<file path="src/rtl/ps2_key_controller.sv">
// ps2_key_controller: turns PS/2 set-2 scan-code bytes into Snake commands
// (queued turns, pause toggle, restart), crossing key_pressed into clk.
module ps2_key_controller #(
   parameter int unsigned PREFIX_TIMEOUT = 2000000,
   parameter logic [1:0]  START_DIR      = 2'b01
) (
   input  logic       clk,
   input  logic       rst_n,
   input  logic       key_pressed,
   input  logic [7:0] last_pressed,
   input  logic       tick,
   output logic [1:0] dir,
   output logic       dir_strobe,
   output logic       paused,
   output logic       restart,
   output logic [1:0] queue_count,
   output logic       drop
);
   localparam int CW = $clog2(PREFIX_TIMEOUT + 1);
   typedef enum logic [1:0] {IDLE, EXT, BRK, EXT_BRK} state_t;
   state_t state_q, state_d;
   logic [2:0] sync_q;
   logic byte_evt;
   logic [CW-1:0] cnt_q, cnt_d;
   logic [1:0] dir_q, dir_d, q0_q, q0_d, q1_q, q1_d, count_q, count_d;
   logic paused_q, paused_d, dir_strobe_q, dir_strobe_d, restart_q, restart_d, drop_q, drop_d;
   logic is_turn, pause_tog, esc, pop, accept, full;
   logic [1:0] turn_dir, dir_pp, q0_pp, count_pp, ref_dir;
   always_ff @(posedge clk or negedge rst_n)
      if (!rst_n) sync_q <= '0;
      else sync_q <= {sync_q[1:0], key_pressed};
   assign byte_evt = sync_q[1] & ~sync_q[2];
   always_ff @(posedge clk or negedge rst_n)
      if (!rst_n) begin
         state_q <= IDLE;
         cnt_q   <= '0;
      end else begin
         state_q <= state_d;
         cnt_q   <= cnt_d;
      end
   // A byte always beats the timeout on the same edge.
   always_comb begin
      state_d = state_q;
      cnt_d   = cnt_q;
      if (byte_evt) begin
         cnt_d   = '0;
         state_d = (state_q == IDLE) ? (last_pressed == 8'hF0 ? BRK : last_pressed == 8'hE0 ? EXT : IDLE) :
                   (state_q == EXT && last_pressed == 8'hF0) ? EXT_BRK : IDLE;
      end else if (state_q != IDLE) begin
         state_d = (cnt_q == CW'(PREFIX_TIMEOUT - 1)) ? IDLE : state_q;
         cnt_d   = (cnt_q == CW'(PREFIX_TIMEOUT - 1)) ? '0 : cnt_q + 1'b1;
      end
   end
   always_comb begin
      is_turn   = 1'b0;
      turn_dir  = 2'b00;
      pause_tog = 1'b0;
      esc       = 1'b0;
      if (byte_evt && state_q == IDLE)
         case (last_pressed)
            8'h1D:   {is_turn, turn_dir} = 3'b100;
            8'h23:   {is_turn, turn_dir} = 3'b101;
            8'h1B:   {is_turn, turn_dir} = 3'b110;
            8'h1C:   {is_turn, turn_dir} = 3'b111;
            8'h29:   pause_tog = 1'b1;
            8'h76:   esc = 1'b1;
            default: ;
         endcase
      else if (byte_evt && state_q == EXT)
         case (last_pressed)
            8'h75:   {is_turn, turn_dir} = 3'b100;
            8'h74:   {is_turn, turn_dir} = 3'b101;
            8'h72:   {is_turn, turn_dir} = 3'b110;
            8'h6B:   {is_turn, turn_dir} = 3'b111;
            default: ;
         endcase
   end
   // The pop is applied first so the push sees the post-pop tail.
   assign pop      = tick & ~paused_q & (count_q != 2'd0);
   assign dir_pp   = pop ? q0_q : dir_q;
   assign q0_pp    = pop ? q1_q : q0_q;
   assign count_pp = count_q - {1'b0, pop};
   assign ref_dir  = (count_pp == 2'd0) ? dir_pp : (count_pp == 2'd1) ? q0_pp : q1_q;
   assign accept   = is_turn & ~paused_q & (turn_dir != ref_dir) & ((turn_dir ^ ref_dir) != 2'b10);
   assign full     = count_pp == 2'd2;
   always_comb begin
      dir_d        = dir_pp;
      q0_d         = (accept && count_pp == 2'd0) ? turn_dir : q0_pp;
      q1_d         = (accept && count_pp == 2'd1) ? turn_dir : q1_q;
      count_d      = (accept && !full) ? count_pp + 2'd1 : count_pp;
      paused_d     = paused_q ^ pause_tog;
      dir_strobe_d = pop;
      drop_d       = accept & full;
      restart_d    = esc;
      if (esc) begin
         dir_d        = START_DIR;
         count_d      = 2'd0;
         paused_d     = 1'b0;
         dir_strobe_d = 1'b0;
      end
   end
   always_ff @(posedge clk or negedge rst_n)
      if (!rst_n) begin
         dir_q        <= START_DIR;
         q0_q         <= 2'b00;
         q1_q         <= 2'b00;
         count_q      <= 2'd0;
         paused_q     <= 1'b0;
         dir_strobe_q <= 1'b0;
         restart_q    <= 1'b0;
         drop_q       <= 1'b0;
      end else begin
         dir_q        <= dir_d;
         q0_q         <= q0_d;
         q1_q         <= q1_d;
         count_q      <= count_d;
         paused_q     <= paused_d;
         dir_strobe_q <= dir_strobe_d;
         restart_q    <= restart_d;
         drop_q       <= drop_d;
      end
   assign dir         = dir_q;
   assign dir_strobe  = dir_strobe_q;
   assign paused      = paused_q;
   assign restart     = restart_q;
   assign queue_count = count_q;
   assign drop        = drop_q;
endmodule

</file>
<file path="config.mk">
export PLATFORM = sky130hd
export DESIGN_NAME = ps2_key_controller
export DESIGN_NICKNAME = d
export VERILOG_FILES = /design/src/rtl/ps2_key_controller.sv
export SDC_FILE = /design/constraint.sdc
export NUM_CORES = 1
export LEC_CHECK = 0
export CAP_MARGIN = 20
export CORE_AREA = 3 3 95 97
export CTS_CLUSTER_SIZE = 8
export DETAILED_ROUTE_END_ITERATION = 10
export DIE_AREA = 0 0 98 100
export HOLD_SLACK_MARGIN = 0.1
export PLACE_DENSITY = 0.51
export SETUP_SLACK_MARGIN = 0.05
export SLEW_MARGIN = 20
export SYNTH_ARGS = -nofsm -noshare
export SYNTH_HDL_FRONTEND = slang
export SYNTH_SLANG_ARGS = --single-unit
</file>
<file path="constraint.sdc">
create_clock -name clk -period 3.4 [get_ports clk]
set_input_delay 0.68 -clock clk [delete_from_list [all_inputs] [get_ports clk]]
set_output_delay 0.68 -clock clk [all_outputs]
set_load 0.01 [all_outputs]
</file>
==> out/metrics.yaml, run 1 <==
reg2regPathDepth: 8
grt_first_pass_wirelength_um: 8000
cts.clk_slew.worst_paths_ps: 80
cts_root_buffer: "clkbuf_8"
fillers: 870
synthArstFlopShare_pct: 100
overflow: 0
fin_worst_skew_ps: 12.8
post_cts_buffers: 0
power.internal_uw: 754
drtPass1Iterations: 4
antenna_left: 0
routed_wl_um: 4520
dp_hpwl_um: 3370
path_cells: "clkdlybuf4s50_1 -> nand2b_4 -> o21ai_0 -> ha_1 -> or3b_2 -> o211ai_4 -> xnor2_2 -> nor3_2 -> mux2_4"
critPathCapture: "queue_count[0]"
netlist_area_sq_um: 2220
rows: 33
grt_pass1_vias: 1726
grt_usage_pct: 9.93
arrival_ps: 3240
power_density_nw_per_um2: 370
critPathCaptureType: "register"
synth_nets: 250
rsz0062_at_grt: "false"
initial_core_util_pct: 27.0
io-pin-count: 20
synthCells: 234
power_leakage_uw: 0.00111
cts.repair.resized: 0
crit_family: "simple AND/OR/NAND/NOR gates"
clk_latency_ps: 290
cts_hold_buffers: 0
pwr-share-clk_pct: 40.6
max_slew_margin_pct: 43.4
die_area_sq_um: 9800
max_cap_violations: 0
port_buffers: 19
synth.avg_cell_area_sq_um: 9.48
synth_seq_cells: 38
critPathRequiredTime_ps: 3580
period_minus_slack_ps: 3060
fmax_mhz: 327
outcome: "completed"
clock-sinks: 38
cts_tree: "done"
crit_fanout: 6
drive_gt1_share_pct: 12.5
syn_to_final_growth_pct: 20.2
vdd_ir_drop_max_v: 0.000170
die_h_um: 100
yosysWarningCount: 0
grt_antenna_before_repair: 0
hold_depth: 0
hold_class: "reg -> reg"
reg2reg_to: "queue_count[0]"
r2r_slack_ps: 760
finalSetupViolations: 0
via_per_inst: 4.69
vias: 1727
finalCritPeriodShare_pct: 89.9
worstMarginPinSlew_ps: 850
n_antenna_cell: 0
switchingPower_uw: 232
pre_cts_slack_ps: 24.1
ys_seq_area_share_pct: 42.9
hold_viol_final: 0
cts_buffer_depth: 2
finalSetupTns_ps: 0
seqPwrFrac_pct: 49.2
synth-main-ff-cell: "dfrtp_1"
layout_setup_ws_ps: 343
ys_types: 54
cts_made_buffers: 5
timing.final.max_slew_violations: 0
cp_slowest_cell: "clkdlybuf4s50_1"
fp.dieW_um: 98
r2r-start: "paused"
wl_per_cell_um: 12.3
crit_start: "tick"
coreArea_sq_um: 8220
worstSetupPathDepth: 9
drt-initial-drc-count: 47
place_congestion: 0.815
synth_edf_count: 0
h-tree-depth: 2
critPathKind: "in -> reg"
p_sw_share_pct: 23.5
power_frac_comb_pct: 10.2
crit_buf_inv: 1
start_kind: "input port"
max_stage_delay_ps: 510
fin_nets: 278
grt_max_degree: 39
drc: 0
-- per-stage QoR --
| stage | area, sq um | hold slack [ps] | util (%) | total power (uW) | instances |
|---|---|---|---|---|---|
| floorplan | 2220 | 331 | - | 551 | 234 |
| global placement | 2550 | 340 | 31.0 | 596 | 360 |
| detailed placement | 2550 | 339 | 31.0 | 597 | 360 |
| CTS | 2670 | 357 | 32.5 | 1010 | 368 |
| global route | 2670 | 361 | 32.5 | 1040 | 368 |
| finish | 2670 | 352 | 32.5 | 985 | 368 |
-- cells in the final DEF, fill, tap and decap left out, types with 2 or more instances in the layout --
master and instances:
nor2_1 38, nor3b_1 2, nor2_2 2, a31o_2 2
nor3_2 2, inv_1 9, nand2_1 20, nor3_1 7
a21oi_1 6, a211oi_1 2, xor2_1 9, ha_1 4
nand3_1 12, clkdlybuf4s50_1 18, nand4_1 3, xnor2_1 6
clkbuf_8 6, or2b_2 2, or4b_1 3, a31oi_1 4
or2_1 2, and3_1 3, buf_4 5, o21ai_0 11
mux2i_1 5, nand3b_1 2, nor2b_1 7, nand4b_1 2
o31ai_1 5, dfrtp_1 37
-- registers in the layout (all words and copies together), names as in the netlist --
signal,count
cnt_q,21
sync_q,3
dir,2
q0_q,2
q1_q,2
queue_count,2
state_q,2
dir_strobe,1
drop,1
paused,1
restart,1
-- power groups by stage --
| stage | Clock, uW | Combinational, uW | Sequential [uW] |
|---|---|---|---|
| after CTS | 417 | 103 | 485 |
| after global routing | 431 | 120 | 488 |
| after global placement | 0 | 102 | 494 |
| after floorplan | 0 | 59.3 | 491 |
| after detailed placement | 0 | 103 | 494 |
| final | 400 | 101 | 485 |
-- cell usage after synthesis (all sizes together) (2+ instances only) --
cell type / count / area, sq um
a211oi: 3 / 35.0
a21oi: 6 / 30.0
a31o: 2 / 17.5
a31oi: 4 / 25.0
and3: 3 / 18.8
buf: 2 / 18.8
dfrtp: 37 / 926
ha: 4 / 50.1
inv: 9 / 33.8
mux2i: 5 / 50.1
nand2: 20 / 75.1
nand2b: 2 / 20.0
nand3: 12 / 60.1
nand3b: 2 / 15.0
nand4: 3 / 18.8
nand4b: 2 / 17.5
nor2: 41 / 166
nor2b: 7 / 43.8
nor3: 9 / 55.1
nor3b: 2 / 15.0
nor4: 2 / 18.8
o21ai: 12 / 60.1
o31ai: 5 / 37.5
o41ai: 2 / 36.3
or2: 3 / 18.8
or2b: 2 / 17.5
or3b: 2 / 17.5
or4b: 3 / 30.0
xnor2: 7 / 68.8
xor2: 9 / 78.8
-- metal layers --
metal | GRT usage, % | routed length [um]
met4 | 3.83 | 33
met5 | 0 | 0
met1 | 14.1 | 2340
met2 | 14.8 | 2020
met3 | 2.08 | 123
-- kinds of logic after synthesis --
kind of cell / Yosys count / share of synthesized area [%]
compound gates: 37 / 12.6
xor+xnor: 16 / 6.66
fa+ha+maj: 4 / 2.26
buf+inv: 12 / 2.54
flops: 38 / 42.9
mux: 6 / 2.93
simple gates: 121 / 30.1
-- worst min-delay path by stage --
| stage | start | endpoint | slack, ps |
|---|---|---|---|
| 6_report | sync_q[0] | sync_q[1] | 350 |
| 5_1_grt | sync_q[0] | sync_q[1] | 360 |
| 4_1_cts | sync_q[0] | sync_q[1] | 360 |
| 3_5_place_dp | sync_q[0] | sync_q[1] | 340 |
| 3_3_place_gp | sync_q[0] | sync_q[1] | 340 |
| 2_1_floorplan | sync_q[0] | sync_q[1] | 330 |
-- area by class of cell --
type                    count  area [sq um]  area share (%)
clock inverters             1          30.0            1.13
clock buffers               7          86.3            3.24
multi-input cells         184          1210            45.4
repair buffers             24           223            8.35
inverters                   9          33.8            1.27
well taps                 105           131            4.93
flip-flops and latches     38           952            35.7
No activity file was read; power rests on OpenSTA's default activity.
==> run 2: changes to the inputs <==
--- a/config.mk
+++ b/config.mk
@@ -5,7 +5,6 @@
 export SDC_FILE = /design/constraint.sdc
 export NUM_CORES = 1
 export LEC_CHECK = 0
-export CAP_MARGIN = 20
 export CORE_AREA = 3 3 95 97
 export CTS_CLUSTER_SIZE = 8
 export DETAILED_ROUTE_END_ITERATION = 10
==> results of run 2 <==
The final DEF is identical to that of run 1; final timing and power are the same.
==> run 3: changes to the inputs <==
--- a/config.mk
+++ b/config.mk
@@ -6,11 +6,11 @@
 export NUM_CORES = 1
 export LEC_CHECK = 0
 export CORE_AREA = 3 3 95 97
-export CTS_CLUSTER_SIZE = 8
 export DETAILED_ROUTE_END_ITERATION = 10
 export DIE_AREA = 0 0 98 100
 export HOLD_SLACK_MARGIN = 0.1
 export PLACE_DENSITY = 0.51
+export RECOVER_POWER = 100
 export SETUP_SLACK_MARGIN = 0.05
 export SLEW_MARGIN = 20
 export SYNTH_ARGS = -nofsm -noshare
==> out/metrics.yaml, run 3 (synthesis gave the netlist of run 1 again) <==
largest-register: "cnt_q"
grt_usage_pct: 9.93
n_antenna_cell: 0
cts.clk_slew.worst_paths_ps: 80
cts_root_buffer: "clkbuf_8"
via_per_inst: 4.70
r2r-start: "paused"
fin_nets: 278
reg2regPathDepth: 10
cts_tree: "done"
power_density_nw_per_um2: 372
critPathRequiredTime_ps: 3580
fp.dieW_um: 98
dp_hpwl_um: 3370
p_sw_share_pct: 23.6
rows: 33
port_buffers: 19
power_leakage_uw: 0.00112
grt_max_degree: 39
place_congestion: 0.815
finalSetupViolations: 0
antenna_left: 0
critPathCaptureType: "register"
drt-initial-drc-count: 70
crit_fanout: 6
holdCritStartpoint: "sync_q[0]"
cts_made_buffers: 5
wl_per_cell_um: 12.3
reg2reg_to: "queue_count[0]"
critPathCapture: "queue_count[0]"
critPathKind: "in -> reg"
finalCritPeriodShare_pct: 91.6
switchingPower_uw: 232
vdd_ir_drop_max_v: 0.000170
cts_buffer_depth: 2
final_common_cell: "nor2_1"
drtPass1Iterations: 4
h-tree-depth: 2
finalSetupTns_ps: 0
clock-sinks: 38
overflow: 0
crit_start: "tick"
fmax_mhz: 321
coreArea_sq_um: 8220
max_slew_margin_pct: -37.5
hold_class: "reg -> reg"
outcome: "complete, but fails checks"
syn_to_final_growth_pct: 19.2
violations: "max-capacitance violations, max-slew violations"
drive_gt1_share_pct: 10.6
start_kind: "input port"
routed_wl_um: 4530
r2r_slack_ps: 710
largestRegisters: "cnt_q: 21 flops, sync_q: 3 flops"
power.internal_uw: 751
die_area_sq_um: 9800
rsz0062_at_grt: "false"
die_h_um: 100
period_minus_slack_ps: 3120
final_cell_mix: "38 x nor2_1, 37 x dfrtp_1, 20 x nand2_1"
cts.repair.resized: 0
drc: 0
placed_area_sq_um: 2550
power_frac_comb_pct: 10.0
final_cell_area_sq_um: 2640
post_cts_buffers: 0
worstMarginPinSlew_ps: 2060
grt_first_pass_wirelength_um: 8000
fin_worst_skew_ps: 12.1
seqPwrFrac_pct: 49.3
arrival_ps: 3300
grt_pass1_vias: 1726
io-pin-count: 20
timing.final.max_slew_violations: 39
grt_antenna_before_repair: 0
initial_core_util_pct: 27.0
clk_latency_ps: 290
vias: 1730
max_cap_violations: 1
cts_hold_buffers: 0
largest_reg_flops: 21
pwr-share-clk_pct: 40.7
hold_viol_final: 0
[run 3: worst min path at each step]
stage	slack, ps	cells after the start	endpoint
5_1_grt	360	0	sync_q[1]
3_3_place_gp	340	0	sync_q[1]
6_report	350	0	sync_q[1]
2_1_floorplan	330	0	sync_q[1]
3_5_place_dp	340	0	sync_q[1]
4_1_cts	360	0	sync_q[1]
[run 3: final cells by class]
type                            instances  area (sq um)
Tap cell                              105           131
Inverter                                9          33.8
Timing Repair Buffer                   24           214
Fill cell                             874          5570
Multi-Input combinational cell        184          1200
Clock buffer                            7          86.3
Clock inverter                          1          30.0
Sequential cell                        38           952
[run 3: stage by stage]
stage / setup slack [ps] / util, % / total power (uW) / hold slack [ps] / cells
2_1_floorplan: 655 / - / 551 / 331 / 234
3_3_place_gp: 120 / 31.0 / 596 / 340 / 360
3_5_place_dp: 24.1 / 31.0 / 597 / 339 / 360
4_1_cts: 333 / 32.5 / 1010 / 357 / 368
5_1_grt: 112 / 32.2 / 1040 / 361 / 368
6_report: 285 / 32.2 / 983 / 352 / 368
[run 3: per-layer routing]
metal | up-vias | global-route usage (%) | share of wire, %
met5 | - | 0 | 0
met4 | 0 | 3.83 | 0.73
met3 | 6 | 2.08 | 2.8
met2 | 25 | 14.8 | 44
met1 | 818 | 14.1 | 52
li1 | 881 | - | -
[run 3: worst max-delay path: stages]
cell             delay, ps
clkdlybuf4s50_1        510
nand2b_4                90
o21ai_0                380
ha_1                   260
buf_4                  140
nor2b_1                 40
mux2i_1                210
o211ai_4               110
xnor2_1                440
nor3_2                 120
mux2_4                 310
[run 3: power by group through the flow]
stage                     Combinational (uW)  Clock, uW  Sequential [uW]
final                                   98.0        400              485
after global routing                     117        431              488
after CTS                                103        417              485
after detailed placement                 103          0              494
after global placement                   102          0              494
after floorplan                         59.3          0              491
